`config.mk`:
```
export PLATFORM = sky130hd
export DESIGN_NAME = seven_seg_scanner
export DESIGN_NICKNAME = d
export VERILOG_FILES = /design/src/rtl/seven_seg_pkg.sv /design/src/rtl/hex_to_seg7.sv /design/src/rtl/seven_seg_scanner.sv
export SDC_FILE = /design/constraint.sdc
export NUM_CORES = 1
export LEC_CHECK = 0
export ABC_AREA = 1
export CAP_MARGIN = 15
export CORE_ASPECT_RATIO = 1.4
export CORE_MARGIN = 10
export CORE_UTILIZATION = 63
export CTS_CLUSTER_SIZE = 20
export DETAILED_ROUTE_END_ITERATION = 12
export HOLD_SLACK_MARGIN = 0.08
export MAX_ROUTING_LAYER = met4
export PLACE_DENSITY = 0.85
export SETUP_SLACK_MARGIN = 0.05
export SYNTH_ARGS = -nofsm -noshare
export SYNTH_HDL_FRONTEND = slang
export SYNTH_SLANG_ARGS = --single-unit
```
`constraint.sdc`:
```
create_clock -name clk -period 2.97 [get_ports clk]
set_input_delay 0.4455 -clock clk [delete_from_list [all_inputs] [get_ports clk]]
set_output_delay 0.4455 -clock clk [all_outputs]
set_load 0.01 [all_outputs]
```
`src/rtl/seven_seg_pkg.sv`:
```
// Shared types and constants for the seven-segment scanner: FSM encoding,
// hex glyph table (active-low, bit 0 = segment a) and anode helpers.
package seven_seg_pkg;

    typedef enum logic {
        ST_BLANK = 1'b0,
        ST_SHOW  = 1'b1
    } scan_state_t;

    localparam logic [3:0] ANODE_OFF = 4'b1111;
    localparam logic [6:0] SEG_OFF   = 7'b1111111;

    // Indexed by character value; listed from F down to 0 (gfedcba, active-low).
    localparam logic [15:0][6:0] HEX_SEG_TABLE = {
        7'b0001110, 7'b0000110, 7'b0100001, 7'b1000110,   // F E d C
        7'b0000011, 7'b0001000, 7'b0010000, 7'b0000000,   // b A 9 8
        7'b1111000, 7'b0000010, 7'b0010010, 7'b0011001,   // 7 6 5 4
        7'b0110000, 7'b0100100, 7'b1111001, 7'b1000000    // 3 2 1 0
    };

    // Digit 0 is the leftmost digit and sits on an[3].
    function automatic logic [3:0] anode_for(input logic [1:0] sel);
        return ~(4'b1000 >> sel);
    endfunction

endpackage

```
`src/rtl/hex_to_seg7.sv`:
```
// Combinational 4-bit character to active-low seven-segment decoder.
module hex_to_seg7
    import seven_seg_pkg::*;
(
    input  logic [3:0] hex,
    output logic [6:0] seg
);

    logic [6:0] shape;

    assign shape = HEX_SEG_TABLE[hex];

    genvar gi;
    generate
        for (gi = 0; gi < 7; gi++) begin : g_seg
            assign seg[gi] = shape[gi];
        end
    endgenerate

endmodule

```
`src/rtl/seven_seg_scanner.sv`:
```
// Four-digit multiplexed display scanner with blanking between digits and a
// rotation offset that only moves on frame boundaries.
module seven_seg_scanner
    import seven_seg_pkg::*;
#(
    parameter int REFRESH_DIV = 50000,
    parameter int BLANK_CYC   = 500,
    parameter int ROT_DIV     = 25000000,
    parameter int AUTO_ROTATE = 1
) (
    input  logic       clk,
    input  logic       reset,
    input  logic       rot_step,
    input  logic       rot_dir,
    input  logic       freeze,
    input  logic [3:0] char,
    output logic [1:0] regSel,
    output logic [3:0] rot_counter,
    output logic [3:0] an,
    output logic [6:0] seg
);

    localparam int SLOT_W = (REFRESH_DIV > 1) ? $clog2(REFRESH_DIV) : 1;
    localparam int ROT_W  = (ROT_DIV > 1) ? $clog2(ROT_DIV) : 1;

    logic [SLOT_W-1:0] slot_cnt_reg;
    logic [ROT_W-1:0]  timer_reg;
    scan_state_t       state_reg;
    logic [1:0]        reg_sel_reg;
    logic [3:0]        rot_reg;
    logic [3:0]        an_reg;
    logic [6:0]        seg_reg;
    logic              pending_reg;

    logic       slot_wrap;
    logic       capture;
    logic       frame_end;
    logic       timer_tc;
    logic       auto_req;
    logic       rot_req;
    logic       apply_rot;
    logic [6:0] seg_decoded;

    assign slot_wrap = (slot_cnt_reg == SLOT_W'(REFRESH_DIV - 1));
    assign capture   = (slot_cnt_reg == SLOT_W'(BLANK_CYC - 1));
    assign frame_end = slot_wrap && (reg_sel_reg == 2'd3);

    assign timer_tc  = (timer_reg == ROT_W'(ROT_DIV - 1));
    assign auto_req  = (AUTO_ROTATE != 0) && !freeze && timer_tc;
    assign rot_req   = rot_step || auto_req;
    assign apply_rot = frame_end && pending_reg;

    hex_to_seg7 u_decoder (
        .hex (char),
        .seg (seg_decoded)
    );

    always_ff @(posedge clk) begin
        if (reset) begin
            slot_cnt_reg <= '0;
        end else if (slot_wrap) begin
            slot_cnt_reg <= '0;
        end else begin
            slot_cnt_reg <= slot_cnt_reg + 1'b1;
        end
    end

    // Anode and segments update on the same edge so a new glyph never lands
    // on the previous digit; the mux has had the whole blank window to settle.
    always_ff @(posedge clk) begin
        if (reset) begin
            state_reg   <= ST_BLANK;
            reg_sel_reg <= 2'd0;
            an_reg      <= ANODE_OFF;
            seg_reg     <= SEG_OFF;
        end else begin
            case (state_reg)
                ST_BLANK: begin
                    if (capture) begin
                        state_reg <= ST_SHOW;
                        an_reg    <= anode_for(reg_sel_reg);
                        seg_reg   <= seg_decoded;
                    end
                end
                ST_SHOW: begin
                    if (slot_wrap) begin
                        state_reg   <= ST_BLANK;
                        an_reg      <= ANODE_OFF;
                        reg_sel_reg <= reg_sel_reg + 2'd1;
                    end
                end
                default: begin
                    state_reg <= ST_BLANK;
                    an_reg    <= ANODE_OFF;
                end
            endcase
        end
    end

    // A request seen on the applying edge itself re-arms pending for next frame.
    always_ff @(posedge clk) begin
        if (reset) begin
            timer_reg   <= '0;
            pending_reg <= 1'b0;
            rot_reg     <= 4'd0;
        end else begin
            if ((AUTO_ROTATE != 0) && !freeze) begin
                timer_reg <= timer_tc ? '0 : timer_reg + 1'b1;
            end
            if (apply_rot) begin
                rot_reg     <= rot_dir ? rot_reg + 4'd1 : rot_reg - 4'd1;
                pending_reg <= rot_req;
            end else if (rot_req) begin
                pending_reg <= 1'b1;
            end
        end
    end

    assign regSel      = reg_sel_reg;
    assign rot_counter = rot_reg;
    assign an          = an_reg;
    assign seg         = seg_reg;

endmodule

```
==> results of run 1 <==
## through the flow
step | area (um2) | cells
CTS | 3850 | 594
finish | 3850 | 594
floorplan | 3350 | 491
global route | 3850 | 594
global placement | 3660 | 579
detailed placement | 3660 | 579
## worst max-delay path, cell delays in order (launching register included)
cell and delay [ps]:
dfxtp_1 360, ha_1 280, nand3_1 220, nor2_1 240, nand2_1 110, nand2_1 410, nor3b_1 110
## cell usage after synthesis (all sizes together), types with 3 or more instances
cell type,instances
nand3b,6
o21ai,11
nor3b,3
a21oi,26
inv,67
buf,4
nand2,119
ha,14
xor2,8
nor3,13
xnor2,4
dfxtp,60
nand4,15
nand3,47
nor2,85
## cell families after synthesis
group	synth area share (%)
compound gates	6.24
xor+xnor	3.14
fa+ha+maj	5.83
buf+inv	8.74
flops	35.9
simple gates	40.2
## cell usage in the layout, fill, tap and decap left out, drive strengths merged, types with 6 or more instances in the layout
master           n
xor2             8
a21oi           26
o21ai           11
nor2            85
clkdlybuf4s50   25
inv             67
nand3b           6
nand3           47
dfxtp           60
nand2          119
clkbuf          10
nor3            13
ha              14
nand4           15
## layer usage
layer	wire length [um]	up-vias
met4	216	0
met3	266	16
met5	0	-
li1	-	1635
met1	2960	1431
met2	4110	56
## cell type report
type                       instances  area share, %
timing repair buffer              27           6.89
inverter                          67           6.60
clock buffer                      10           3.58
multi-input combinational        359           48.2
sequential                        60           31.2
clock inverter                     5           1.37
tap                               66           2.15
## worst max path at each step
stage / from / cells after the start / end
floorplan: timer_reg[0] / 10 / timer_reg[10]
global placement: freeze / 9 / timer_reg[10]
detailed placement: rot_dir / 8 / rot_counter[3]
CTS: slot_cnt_reg[0] / 6 / slot_cnt_reg[11]
global route: slot_cnt_reg[0] / 6 / slot_cnt_reg[14]
finish: slot_cnt_reg[0] / 6 / slot_cnt_reg[2]
## power by group through the flow
stage / sequential, W / combinational, W / clock [W]
floorplan: 0.000834 / 0.0000497 / 0
global placement: 0.000835 / 0.0000747 / 0
detailed placement: 0.000836 / 0.0000767 / 0
CTS: 0.000818 / 0.0000776 / 0.000726
global route: 0.000818 / 0.0000876 / 0.000766
finish: 0.000818 / 0.0000772 / 0.000717
==> results by stage, run 1 <==
Synth:
- The library cell occupying the most area in the post-synthesis netlist is dfxtp_1.
- The number of nets in the synthesized netlist is 515.
- The fraction of post-synthesis cell area in the top cell type by area is 35.9%.
- The netlist area before placement is 3350 um2.
- By area the synthesized netlist is led by dfxtp_1 36%, nand2_1 13%, nor2_1 8.0%, inv_1 7.3%, nand3_1 6.7%.
- The sequential cell area fraction in the yosys report is 35.9%.
- The total of warnings raised by yosys is 0.
- Yosys mapped a number of flops with a built-in enable equal to 0.
- Synthesis handed over a netlist of 491 instances.
- The synthesis-stage register bit count is 60.
- The average instance area after synthesis is 6.82 um2.
- The most used flip-flop cell after synthesis is dfxtp_1.
- After synthesis, the netlist uses 32 different library cells.
- In the synthesized netlist the async set-or-reset flop fraction comes to 0%.

Global routing:
- The global routing usage on met3 is 4.47%.
- After global routing, the most crowded layer is met2.
- For met1 alone, demand over resource in global routing was 20.7%.
- For this run the aggregate overflow at the end of global routing stands at 0.
- Entering global routing, the biggest net connects 17 pins.
- The number of global-route vias before repair is 3051.
- The fraction of met2 tracks used by global routing is 33.5%.
- The global router's overall resource usage is 19.8%.
- The global-route wire length before repair is 13.4 mm.
- The number of antenna violations at the first check in global routing is 0.

Floorplan:
- The floorplan step set the die width to 81.6 um.
- After floorplanning, the core was sized to cover 5160 um2.
- The initial core utilization is 64.9%.
- From bottom edge to top edge, the die measures 106 um.
- 26 I/O pins were placed.
- The number of placement rows is 31.
- The area of the die is 8670 um2.

Job:
- The count of maximum capacitance violations is 0.

STA:
- The worst hold slack is 450 ps.
- The ratio of final minimum period to clock period is 62.7%.
- Setup repair after global routing left no endpoint under its margin.
- The tightest slew margin relative to the limit is 64.5%.
- The final count of hold timing violations is 0.
- The number of pins exceeding their max-slew limit in the final report is 0.
- The accumulated negative setup slack is 0 ps.
- The transition time of the tightest slew-check pin is 532 ps.
- Counting I/O delays and the setup requirement, the final critical path takes 1860 ps.
- Setup violations remaining at the end of the flow were counted as 0.
- Setup slack closes at 1110 ps.
- Between clock sinks in the finished design, the worst skew comes to 11.3 ps.
- The highest clock rate is 537 MHz.

Drt:
- The initial detailed-routing violation count is 216.
- The detail-routed net length per standard cell is 12.7 um.
- The total DRC errors in the routed layout is 0.
- After detailed routing, the number of vias per cell comes to 5.28.
- The count of nets left with antenna violations once routing finished came out at 0.
- The total via count in the routed design is 3138.
- The first TritonRoute pass finished after 5 iterations.
- The aggregate routed wire length is 7.55 mm.

Worst setup path:
- The worst reg-to-reg path cell count is 6.
- The required arrival time at the worst endpoint is 3180 ps.
- The maximum fanout count along the critical path is 16.
- The element type at the critical path start is a register.
- The worst reg2reg path endpoint is slot_cnt_reg[2].
- For flop-to-flop paths, the worst setup slack is 1110 ps.
- The path type of the worst setup path is register to register.
- The launch instance of the worst register-to-register path is slot_cnt_reg[0].
- At the worst endpoint, the arrival time is 2070 ps.
- STA classifies the critical path endpoint as a register.

Layout:
- The area taken by multi-input logic gates is 1850 um2.
- The layout-stage area growth over the synthesis result is 14.9%.
- The proportion of layout cells with a drive suffix above 1 is 8.33%.
- Registers take 1200 um2.
- The layout has 422 filler cells.
- The register with the most flip-flops in the layout has 25 of them.
- Cells fill 74.6% of the core in the end.
- The number of diodes added for antenna fixing is 0.
- For this run, the post-layout net count is 548.

Clocking:
- In this run, post-CTS hold repair placed 0 buffers.
- The clock transition time at the flip-flop clock pins of the worst setup and hold paths is 60 ps.
- The number of levels in the clock H-tree is 3.
- The number of clock sinks is 60.
- TritonCTS built the clock tree.
- The number of instances resized during post-cts repair is 0.
- In this run the post-CTS setup repair buffer count came out at 0.
- The number of buffers created by CTS is 9.
- The latest clock arrival within the worst-skew pair is 350 ps.
- Counting along the longest clock path gives a buffer depth of 2.
- The CTS root buffer is clkbuf_8.

Hold path:
- Counting instances, the worst hold path has a depth of 1.
- The type of the worst min-delay path is register to register.
- The terminating pin of the worst hold path is slot_cnt_reg[0].
- The startpoint identified for the worst hold timing path is slot_cnt_reg[0].

Place:
- At the end of routability-driven placement, the weighted congestion stood at 0.912.
- During placement, the flow inserted port buffers numbering 25.
- The post-placement worst setup slack is 911 ps.
- The HPWL after detailed placement is 5.68 mm.

Pwr:
- In this run the power spent charging and discharging nets is 0.000371 W.
- Of the total power, the clock network draws 44.5%.
- The part of the power in registers is 50.7%.
- Summing internal, switching and leakage power gives 0.00161 W.
- The power per unit of standard cell area is 419 nW/um2.
- Net switching is 23.0% of the power.
- The internal power of the cells totals 0.00124 W.
- Per report_power, the combinational group accounts for 4.8% of the total.
- The worst-case IR drop observed on VDD is 0.000331 V.
- The static power due to leakage is 1.61 nW.

Outcome:
- The flow ran to the end, and the final reports show no timing, DRC or antenna violations.
Note: power is estimated with default switching activity, not from simulation.
==> inputs of run 2 (changes only) <==
--- a/config.mk
+++ b/config.mk
@@ -9,12 +9,12 @@
 export CAP_MARGIN = 15
 export CORE_ASPECT_RATIO = 1.4
 export CORE_MARGIN = 10
-export CORE_UTILIZATION = 63
+export CORE_UTILIZATION = 53
 export CTS_CLUSTER_SIZE = 20
 export DETAILED_ROUTE_END_ITERATION = 12
 export HOLD_SLACK_MARGIN = 0.08
 export MAX_ROUTING_LAYER = met4
-export PLACE_DENSITY = 0.85
+export PLACE_DENSITY = 0.76
 export SETUP_SLACK_MARGIN = 0.05
 export SYNTH_ARGS = -nofsm -noshare
 export SYNTH_HDL_FRONTEND = slang
==> constraint.sdc (replaced) <==
create_clock -name clk -period 1.5 [get_ports clk]
set_input_delay 0.225 -clock clk [delete_from_list [all_inputs] [get_ports clk]]
set_output_delay 0.225 -clock clk [all_outputs]
set_load 0.01 [all_outputs]
==> run 2 against run 1 <==
Against the previous run:
- the flow now finishes with violations (negative setup slack)
- utilization grew 1.1 points
- critical path depth up 3
- largest power group is now clock
- critical endpoint is now an[0]
- wire length increased by 20%
- largest cell class unchanged
- global-route usage is 2.4 points lower
- non-clock buffer count rose by 50
- sequential power increased by 99%
==> results by stage, run 2 (synthesis results as in run 1) <==
Global routing:
- Global routing used 17.4% of the available tracks.
- The number of antenna violations at the first check in global routing is 0.
- The number of global-route vias before repair is 3314.
- The pin count of the biggest net entering global routing is 17.
- Global routing finished with a remaining overflow of 0.
- The first global-routing pass estimated 14.1 mm of wire.

STA:
- The worst clock skew on the final layout is 7.03 ps.
- In this run the tightest slew margin relative to its limit is 65.0%.
- The ratio of final minimum period to clock period is 100%.
- The final worst setup slack is -1.38 ps.
- The final count of hold timing violations is 0.
- The transition time of the tightest slew-check pin is 520 ps.
- The number of pins exceeding their max-slew limit in the final report came to 0.
- For this run, the top clock speed supported by timing is 666 MHz.
- The final count of negative-setup-slack endpoints is 2.
- Setup repair after global routing could not meet its margin everywhere.
- The worst path in the final design needs a cycle of 1500 ps, including I/O delays and setup.

Layout:
- The leading cell type in the layout, fill and taps excluded is nand2_1.
- Leaving out fill and tap cells, the most frequent cells in the layout are 96 x nand2_1, 57 x inv_1, 55 x nor2_1.
- The register with the most flip-flops in the layout has 25 of them.
- The layout net count is 599.
- For this run, the share of the core covered by cells in the final layout is 75.7%.
- The layout-stage area growth over the synthesis result is 39.4%.
- The number of diodes added for antenna fixing is 0.
- In the final layout, the share of cells above drive strength 1 is 31.2%.

Pwr:
- Dividing total power by cell area gives a power density of 764 nW/um2.
- The worst voltage drop across the vdd grid is 0.000875 V.
- The total power after layout is 0.00357 W.
- Summed over all cells, the static leakage comes to 2.02 nW.

Floorplan:
- The initial core utilization is 54.3%.
- The floorplan step set the die height to 114 um.
- The number of placement rows is 34.
- The area of the die is 9940 um2.
- The core box area is 6170 um2.
- 26 I/O pins were placed.
- From left edge to right edge, the die measures 87.2 um.

Outcome:
- The checks that failed: negative setup slack.
- The run finished, with violations left.

Place:
- The detailed placer's ending HPWL is 5.85 mm.
- Routability-driven placement finished with a final weighted congestion of 0.924.
- The number of I/O port buffers is 25.

Worst setup path:
- For this run, the slowest stage of the critical path takes 360 ps.
- STA classifies the critical path startpoint as a register.
- The signal on the critical path passes through ha_4 -> nand2_2 -> nor2_2 -> nand3_2 -> nor2_4 -> nand2_4 -> nand2_4 -> o21ai_2 -> nand3_1.
- The number of cells on the worst reg-to-reg path is 9.
- In this run the critical register-to-register path is captured at an[0].
- The worst setup path is captured at a register.
- The critical path is of the register to register type.
- At the worst endpoint, the required time is 1790 ps.
- The launch instance of the worst register-to-register path is slot_cnt_reg[1].
- For flop-to-flop paths, the worst setup slack is -1 ps.
- Of all nets on the critical path, the largest fanout is 7.
- Counting stages on the worst path, the most repeated cell is nand2_4.
- For the worst setup path, the data arrival time is 1790 ps.
- The critical path contains buffers and inverters numbering 0 combined.
- In this design, the largest share of critical-path delay is due to simple AND/OR/NAND/NOR gates.
- The slowest stage cell on the critical path is dfxtp_2.

Hold path:
- The launch point of the worst hold path is freeze.
- The hold path depth is 4.
- The type of the worst min-delay path is primary input to register.
- The terminating pin of the worst hold path is timer_reg[0].

Clocking:
- The number of levels in the clock H-tree is 3.
- After clock tree synthesis, the clock-pin slew on the worst setup and hold paths is 70 ps.
- Counting the buffers created by CTS gives 9.
- The number of clock sinks is 60.
- The buffer depth of the longest clock path is 2.
- The clock reaches the later pin of the worst-skew pair after 350 ps.
- The CTS tree is built.
- The hold-fix buffer count after cts is 0.
- The CTS root buffer is clkbuf_8.

Drt:
- The initial detailed-routing violation count is 214.
- The detail-routed net length per standard cell is 13.9 um.
- The total via count in the routed design is 3461.
- The total DRC errors in the routed layout is 0.
- The detailed-router iteration count before antenna repair is 4.
- The via count normalized by instance count is 5.31.
- The count of nets left with antenna violations once routing finished came out at 0.
- The routed design has 9.04 mm of wire.

Job:
- The count of maximum capacitance violations is 0.
-- run 2: cell count changes in the layout (fill, tap and decap cells not counted), moves of 14 or more --
cell	delta
clkdlybuf4s50_1	-18
dfxtp_1	-19
buf_4	+46
nand3_1	-14
dlygate4sd2_1	+17
nand2_1	-16
dfxtp_2	+17
nor2_1	-16
-- run 2: area by class of cell --
type                       instances  area, um2
multi-input combinational        359       2200
fill                             455       1500
sequential                        60       1230
timing repair buffer              77        646
inverter                          67        259
clock buffer                      12        165
tap                               72       90.1
clock inverter                     4       70.1
timing repair inverter             1       6.26
-- run 2: stage by stage --
step	std cells	hold slack, ps	cell area [um2]	setup slack [ps]	setup TNS [ps]
after CTS	642	479	4250	53.1	0
final	652	373	4670	-1.38	-2.12
after global placement	626	454	3990	-194	-2800
after global routing	652	393	4670	-95.1	-1190
after detailed placement	626	466	3990	-248	-3790
after floorplan	491	294	3350	91.0	0
-- run 2: worst register-to-register path, stage by stage (launching register included) --
cell     delay [ps]
dfxtp_2         360
ha_4            180
nand2_2          70
nor2_2          130
nand3_2         100
nor2_4          240
nand2_4         140
nand2_4         120
o21ai_2          60
nand3_1          50
-- run 2: per-layer routing --
metal  part of all wire (%)  GRT usage (%)
met1                     38           17.3
met2                     55           31.8
met3                    4.2           4.42
met4                    2.6           5.86
met5                      0              -
-- run 2: power breakdown --
part / total (W) / internal, W / switching, W
Sequential: 0.00163 / 0.00161 / 0.0000191
Clock: 0.00172 / 0.00107 / 0.000651
Combinational: 0.000224 / 0.000104 / 0.000120
-- run 2: worst max-delay path by stage --
stage                               start              to  slack (ps)  cells after the start
final                     slot_cnt_reg[1]           an[0]          -1                      9
after global routing         timer_reg[1]   timer_reg[14]        -100                      9
after CTS                    timer_reg[0]   timer_reg[15]          50                      8
after detailed placement          rot_dir  rot_counter[2]        -250                      7
after global placement            rot_dir  rot_counter[2]        -190                      7
after floorplan              timer_reg[0]   timer_reg[10]          90                     10
-- run 2: what timing repair did --
item,4_1_cts,5_1_grt
endpoints found under the setup margin,43,53
cloned,0,1
hold endpoints to repair,0,0
gates resized for setup,30,108
pin swaps,3,38
buffers inserted,0,9
==> inputs of run 3 (changes only) <==
--- a/config.mk
+++ b/config.mk
@@ -15,7 +15,6 @@
 export HOLD_SLACK_MARGIN = 0.08
 export MAX_ROUTING_LAYER = met4
 export PLACE_DENSITY = 0.76
-export SETUP_SLACK_MARGIN = 0.05
 export SYNTH_ARGS = -nofsm -noshare
 export SYNTH_HDL_FRONTEND = slang
 export SYNTH_SLANG_ARGS = --single-unit
==> run 3 against run 2 <==
Against the previous run:
- the flow now finishes without violations
- register-to-register slack improved by 40 ps
- fmax rose by 2.6%
- power fell by 1.1%
- worst hold slack improved by 100 ps
- clock power barely moved
- wire length fell by 9.4%
- critical path depth fell by 8
- combinational power fell by 8%
- via count fell by 3.0%
- worst setup slack improved by 39 ps
- critical path type is now register to primary output
==> results by stage, run 3 (synthesis results as in run 1) <==
Worst setup path:
- In this run the number of cells on the critical path is 1.
- The arrival time of the worst setup path is 1240 ps.
- The most critical setup path has its startpoint at seg[0].
- The launch instance of the worst register-to-register path is timer_reg[1].
- The signal on the critical path passes through clkdlybuf4s50_1.
- The type of destination of the critical path is a primary output.
- The worst reg-to-reg path cell count is 9.
- The worst reg2reg path endpoint is timer_reg[14].
- On the critical path the largest part of the delay comes from buffers and inverters.
- The required arrival time at the worst endpoint is 1270 ps.
- The maximum fanout count along the critical path is 2.
- For this design, the slowest cell found on the critical path is clkdlybuf4s50_1.
- STA classifies the critical path startpoint as a register.
- The number of buffers and inverters on the critical path is 1.
- The peak per-stage delay on the critical path is 550 ps.
- The setup slack of the worst register-to-register path is 40 ps.
- The critical path ends at seg[0].
- The path type of the worst setup path is register to primary output.

Global routing:
- Global routing used 17.2% of the available tracks.
- The number of global-route vias before repair is 3288.
- The number of antenna violations at the first check in global routing is 0.
- The pin count of the biggest net entering global routing is 17.
- The global-route congestion overflow total is 0.
- The first global-routing pass estimated 13.9 mm of wire.

Hold path:
- The launch point of the worst hold path is seg[6].
- The path class of the tightest hold or removal check is register to register.
- Counting instances, the worst hold path has a depth of 2.

Floorplan:
- The die covers 9940 um2.
- The die extent in y is 114 um.
- For this configuration, the core starts out at a cell density of 54.3%.
- The number of placement rows is 34.
- The width of the die is 87.2 um.
- The core region is 6170 um2.
- During I/O placement, the number of pins put on the boundary was 26.

Layout:
- At the end of the flow, the number of nets in the layout was 592.
- The library cells used most frequently in the layout, excluding fill and tap cells, are 102 x nand2_1, 62 x nor2_1, 60 x inv_1.
- The number of diodes added for antenna fixing is 0.
- After the flow finishes, the layout carries non-filler instances totaling 645.
- In the final layout, the share of cells above drive strength 1 is 24.1%.
- The layout filler cell count is 479.
- The area growth from synthesis to layout is 34.5%.
- The leading cell type in the layout, fill and taps excluded is nand2_1.
- The register with the most flip-flops in the layout has 25 of them.

Clocking:
- The cell sitting at the root of the clock tree is a clkbuf_8.
- The number of levels in the clock H-tree is 3.
- In this run the deepest clock path goes through 2 buffers.
- The number of clock sinks is 60.
- The clock transition time at the flip-flop clock pins of the worst setup and hold paths is 60 ps.
- Buffers inserted during clock tree synthesis total 9.
- The clock reaches the later pin of the worst-skew pair after 340 ps.
- The CTS tree is built.

Outcome:
- The flow ran to the end, and the final reports show no timing, DRC or antenna violations.

Place:
- Routability-driven placement finished with a final weighted congestion of 0.924.
- Before CTS, the worst setup slack after placement is -248 ps.
- The detailed placer's ending HPWL is 5.85 mm.
- The count of buffers added on input and output ports is 25.
- After detailed placement, the design holds a cell count of 626.

STA:
- The final worst setup slack is 37.3 ps.
- The transition time of the tightest slew-check pin is 519 ps.
- The clock arrives with 5.02 ps of skew.
- The final count of negative-setup-slack endpoints is 0.
- The final count of hold timing violations is 0.
- The number of pins exceeding their max-slew limit in the final report is 0.
- Timing would allow up to 684 MHz.
- Subtracting the final worst setup slack from the clock period gives 1460 ps.
- The tightest slew margin relative to the limit is 65.1%.
- After layout, the worst path uses 97.5% of the clock period.
- Setup repair after global routing could not meet its margin everywhere.
- In the final timing run, aggregate negative setup slack is 0 ps.

Drt:
- The initial detailed-routing violation count is 195.
- Dividing the detail-routed via count by the number of cells gives 5.21.
- The total DRC errors in the routed layout is 0.
- The aggregate routed wire length is 8.18 mm.
- The detailed-router iteration count before antenna repair is 5.
- The final route contains 3358 vias.
- The antenna violation net count after detailed routing is 0.
- The detail-routed net length per standard cell is 12.7 um.

Pwr:
- IR analysis of the VDD net gives a maximum drop of 0.000902 V.
- Summed over all cells, the static leakage comes to 1.96 nW.
- Power spread over the standard cell area amounts to 783 nW/um2.

Job:
- The count of maximum capacitance violations is 0.
run 3: cell types whose count changed in the layout (fill, tap and decap cells not counted), sizes merged:
cell,delta
dlygate4sd2,-10
clkdlybuf4s50,+9
buf,-6
dlymetal6s2s,+1
inv,-1
run 3: where the power goes:
group	internal [W]	switching, W
logic	0.0000974	0.000108
registers	0.00161	0.0000178
clock network	0.00107	0.000631
run 3: timing repair:
action | 4_1_cts | 5_1_grt
hold buffers | 0 | 0
buffers inserted | 0 | 3
pin swaps | 1 | 18
setup endpoints to repair | 18 | 46
resized for setup | 15 | 69
run 3: through the flow:
step | instance area [um2] | utilization [%] | power, W | hold slack (ps)
6_report | 4500 | 73.0 | 0.00353 | 476
4_1_cts | 4230 | 68.6 | 0.00354 | 468
5_1_grt | 4500 | 73.0 | 0.00365 | 514
3_5_place_dp | 3990 | 64.6 | 0.00184 | 466
3_3_place_gp | 3990 | 64.6 | 0.00184 | 454
2_1_floorplan | 3350 | - | 0.00175 | 294
run 3: routing by layer:
layer / share of wire, % / track usage (%)
met1: 39 / 17.0
met2: 55 / 31.3
met3: 3.6 / 4.56
met4: 2.2 / 5.97
met5: 0 / -
run 3: final cells by class:
cell class / instances / area, um2 / share of cell area (%)
tap: 72 / 90.1 / 2.00
sequential: 60 / 1210 / 27.0
clock buffer: 12 / 165 / 3.67
timing repair buffer: 71 / 608 / 13.5
multi-input combinational: 359 / 2100 / 46.5
clock inverter: 4 / 70.1 / 1.56
inverter: 67 / 259 / 5.75
run 3: worst min-delay path by stage:
stage	to	slack (ps)
2_1_floorplan	rot_counter[0]	290
3_3_place_gp	timer_reg[0]	450
3_5_place_dp	seg[3]	470
4_1_cts	timer_reg[0]	470
5_1_grt	seg[6]	510
6_report	seg[6]	480
==> edit 1, RTL diff (settings of run 3) <==
Set the parameter `AUTO_ROTATE` to 0 (it was 1).
--- a/src/rtl/seven_seg_scanner.sv
+++ b/src/rtl/seven_seg_scanner.sv
@@ -6,7 +6,7 @@
     parameter int REFRESH_DIV = 50000,
     parameter int BLANK_CYC   = 500,
     parameter int ROT_DIV     = 25000000,
-    parameter int AUTO_ROTATE = 1
+    parameter int AUTO_ROTATE = 0
 ) (
     input  logic       clk,
     input  logic       reset,
Behaviour: no difference found for any inputs over 10 cycles, from zero or initial values and one cycle with reset high; that may be too few to reach the edited logic, so the function may still have changed.
==> edit 1 against run 3 <==
Sequential cell count shrank 25; synthesized cell count shrank 43%; die area shrank 33%; wire length shrank 44%; power shrank 47%; global-route usage shrank 2.0 points; clock power shrank 55%; highest routed layer unchanged; hold slack lost 0.0062 ns; register-to-register slack gained 0.08 ns; cell area shrank 43%; count of clock-buffer cells in the layout shrank 5; synthesized area shrank 40%; maximum frequency grew 0.33%; worst setup slack gained 0.0048 ns; largest cell class unchanged.
==> edit 1: results (changes against run 3) <==
metric,value,unit,change
dpl hpwl,3550,um,-39%
I/O Buffers,24,,-4.0%
"Clk Latency, worst-skew pair",0.29,ns,-0.05 ns
VDD IR-drop max,0.771,mV,-14%
routability congestion estimate,0.816,,-12%
Syn Nets,301,,-42%
worst r2r src,slot_cnt_reg[0]$_SDFF_PP0_,,
status,completed,,
Worst Clk Skew,0.00588,ns,+0.000865 ns
met1 WL,1870,um,-41%
Total Routing Usage GR,0.153,,-0.0195
CTS Buf Count,5,,-4
first-pass GRT wire length,8260,um,-41%
complex-gate fraction of the synthesized area,0.0988,,+0.0364
CP max FO,4,,+2
met3 wire length,107,um,-64%
share of cells above drive strength 1,0.202,,-0.0390
most area-consuming cells after synthesis,"dfxtp_1 (35%), nand2_1 (11%), ha_1 (8.1%)",,
Leak,1.11,nW,-43%
CTS H-tree lvls,2,,-1
max reg flops,16,,-36%
DR pass1 iterations,4,,-1
Final #Nets,344,,-42%
"Seq/Total Area, Yosys",0.348,,-0.0109
Setup crit start,regSel[0]$_SDFFE_PP0P_,,
vias in the first global route,1954,,-41%
Worst-Margin Slew,0.276,ns,-0.243 ns
-- edit 1: logic make-up after synthesis --
group,Yosys count
simple gates,145
compound gates,37
buf+inv,42
fa+ha+maj,14
xor+xnor,5
flops,35
-- edit 1: power breakdown --
part	total (W)	internal (W)	switching (W)	leakage (nW)
sequential	0.000949	0.000938	0.0000109	0.285
clock	0.000770	0.000418	0.000352	0.0505
combinational	0.000148	0.0000727	0.0000753	0.776
total	0.00187	0.00143	0.000438	1.11
-- edit 1: what timing repair did --
action                     4_1_cts  5_1_grt
setup endpoints to repair       10       24
gates resized for setup          4       14
pin swaps                        0        1
-- edit 1: final timing paths --
check,slack (ns),to
worst max register to register,0.12,regSel[1]$_SDFFE_PP0P_
worst min-delay path,0.47,seg[1]$_SDFFE_PP1P_
worst max-delay path,0.04,regSel[0]
worst min register to register,0.47,seg[1]$_SDFFE_PP1P_
-- edit 1: final cells by class --
class                      instances  area [um^2]  area share
inverter                          37          139      0.0537
sequential                        35          706       0.273
clock inverter                     1         7.51     0.00290
multi-input combinational        201         1200       0.463
tap                               42         52.6      0.0203
timing repair buffer              41          387       0.149
clock buffer                       7         96.3      0.0373
-- edit 1: per-layer routing --
metal,track usage,vias to the layer above
met4,0.0971,0
li1,-,986
met2,0.262,35
met5,-,-
met1,0.154,860
met3,0.0267,15
-- edit 1: per-stage QoR --
stage	power (W)	setup slack, ns	instances	util
3_5_place_dp	0.00111	-0.251	356	0.657
3_3_place_gp	0.00111	-0.207	356	0.657
5_1_grt	0.00195	-0.0171	364	0.704
4_1_cts	0.00188	-0.00810	364	0.688
2_1_floorplan	0.00104	0.155	278	-
6_report	0.00187	0.0421	364	0.704
==> edit 2, RTL diff (settings of run 3) <==
Made on the original files. Compare `timer_reg` against `ROT_W'(ROT_DIV - 1)` with >= in place of ==.
--- a/src/rtl/seven_seg_scanner.sv
+++ b/src/rtl/seven_seg_scanner.sv
@@ -45,7 +45,7 @@
     assign capture   = (slot_cnt_reg == SLOT_W'(BLANK_CYC - 1));
     assign frame_end = slot_wrap && (reg_sel_reg == 2'd3);
 
-    assign timer_tc  = (timer_reg == ROT_W'(ROT_DIV - 1));
+    assign timer_tc  = (timer_reg >= ROT_W'(ROT_DIV - 1));
     assign auto_req  = (AUTO_ROTATE != 0) && !freeze && timer_tc;
     assign rot_req   = rot_step || auto_req;
     assign apply_rot = frame_end && pending_reg;
Check against the original RTL: same outputs for any inputs over 10 cycles, from zero or initial values and one cycle with reset high; that may be too few to reach the edited logic, so the function may still have changed.
==> edit 2 against run 3 <==
The run now ends with negative setup slack left; cell area rose by 5.3%; sequential share of layout area fell by 1.1 points; sequential cell count did not move; wire length rose by 16%; combinational power rose by 18%; critical path depth rose by 7; synthesized area rose by 0.97%; power fell by 7.6%; via count rose by 5.5%; global-route usage rose by 1.2 points; count of clock-buffer cells in the layout rose by 2; worst setup slack got worse by 0.071 ns; critical path type is now reg -> reg; critical endpoint is now timer_reg[10]$_SDFFE_PP0N_; largest power group is now registers.
==> edit 2: results (changes against run 3) <==
metric,value,unit,change
status,"finished, violations left",,
failing checks,negative setup slack,,
headroom to the max-slew limit,0.807,,+0.156
Finished Layout Cells,644,,-0.16%
post-cts resize count,29,,+14
met1 Use GR,0.183,,+0.0131
Fill cells,431,,-10%
final worst slack,-0.0341,ns,-0.0714 ns
largest net degree at the start of global routing,18,,+1
CTS root buf,clkbuf_8,,
maxcap violations,0,,unchanged
GR Util met3,0.0328,,-0.0129
"Slowest-stage cell, CP",dfxtp_1,,
share of cells above drive strength 1,0.334,,+0.0931
count of final setup violators,22,,+22
"Seq/Total Area, Yosys",0.355,,-0.00345
Total Routing Usage GR,0.184,,+0.0118
Worst Clk Skew,0.0103,ns,+0.00524 ns
I/O Buffers,25,,unchanged
"Largest stage delay, worst path",0.45,ns,-0.10 ns
1st-iter DRT viols,227,,+16%
Setup crit start,timer_reg[16]$_SDFFE_PP0N_,,
dpl ws,-0.309,ns,-0.0615 ns
placed inst area,4100,um^2,+2.8%
first-pass GRT wire length,14900,um,+7.2%
most area-consuming cells after synthesis,"dfxtp_1 (36%), nand2_1 (11%), nor2_1 (6.7%)",,
setup TNS,-0.370,ns,-0.370 ns
Worst EP arrival,1.76,ns,+0.52 ns
number of cells after detailed placement,615,,-1.8%
"Clk Latency, worst-skew pair",0.35,ns,
VDD IR-drop max,0.569,mV,-37%
worst reg-to-reg path cell count,8,,-1
GR met2 Demand/Resource,0.331,,+0.0181
vias in the first global route,3504,,+6.6%
complex-gate fraction of the synthesized area,0.0947,,+0.0323
dpl hpwl,6250,um,+6.8%
routability congestion estimate,0.942,,+1.9%
crit path to,timer_reg[10]$_SDFFE_PP0N_,,
CP max FO,8,,+6
multiplexer share of the synthesized area,0.00296,,+0.00296
Syn Nets,500,,-2.9%
Leak,2.05,nW,+4.7%
Post-Synth Adder-Cell Area,0.0577,,-0.000561
Netlist cell types,37,,+16%
Via Count,3544,,+5.5%
"top cells by count, synth","nand2_1 (99), dfxtp_1 (60), nor2_1 (60)",,
Post-CTS Setup Repair Bufs,3,,+3
hold crit path type,in -> reg,,
post-synthesis xor/xnor area fraction,0.0518,,+0.0204
post-synthesis area per instance,7.10,um^2,+4.2%
WL final,9530,um,+16%
edit 2: cell types whose count changed after synthesis, moves of 8 or more:
cell,before,now
o21ai_0,11,19
nor2_2,11,23
nand2_1,112,99
nor2_1,71,60
nand3_1,45,36
edit 2: layout make-up:
type | instances | area, um^2 | area share
multi-input cells | 349 | 2170 | 0.457
flip-flops and latches | 60 | 1230 | 0.259
clock inverters | 1 | 5.00 | 0.00106
inverters | 58 | 220 | 0.0464
well taps | 72 | 90.1 | 0.0190
clock buffers | 14 | 183 | 0.0385
repair buffers | 90 | 851 | 0.179
edit 2: report_power, final:
group          switching, W  leakage, nW  total, W  internal [W]
Combinational      0.000125         1.46  0.000243      0.000119
Clock              0.000620       0.0986   0.00139      0.000769
Sequential        0.0000171        0.495   0.00163       0.00161
edit 2: worst min-delay path by stage:
stage               cells after the start                         from  slack (ns)                     endpoint
finish                                  5                      rot_dir        0.44  rot_counter[1]$_SDFFE_PP0P_
global route                            5                      rot_dir        0.50  rot_counter[1]$_SDFFE_PP0P_
CTS                                     2  slot_cnt_reg[13]$_SDFF_PP0_        0.48  slot_cnt_reg[13]$_SDFF_PP0_
detailed placement                      2  slot_cnt_reg[13]$_SDFF_PP0_        0.47  slot_cnt_reg[13]$_SDFF_PP0_
global placement                        2          seg[1]$_SDFFE_PP1P_        0.46          seg[1]$_SDFFE_PP1P_
floorplan                               2                     rot_step        0.39     pending_reg$_SDFFE_PP0P_
edit 2: critical path, delay by kind of cell (launching register included):
| family | cells | cell delay [ns] |
|---|---|---|
| DFF | 1 | 0.45 |
| buffers and inverters | 1 | 0.14 |
| and+or+nand+nor | 7 | 0.82 |
edit 2: layer usage:
layer | vias up | share of wire
met5 | - | 0
met4 | 0 | 0.047
met3 | 46 | 0.048
met2 | 136 | 0.53
met1 | 1649 | 0.37
li1 | 1713 | -
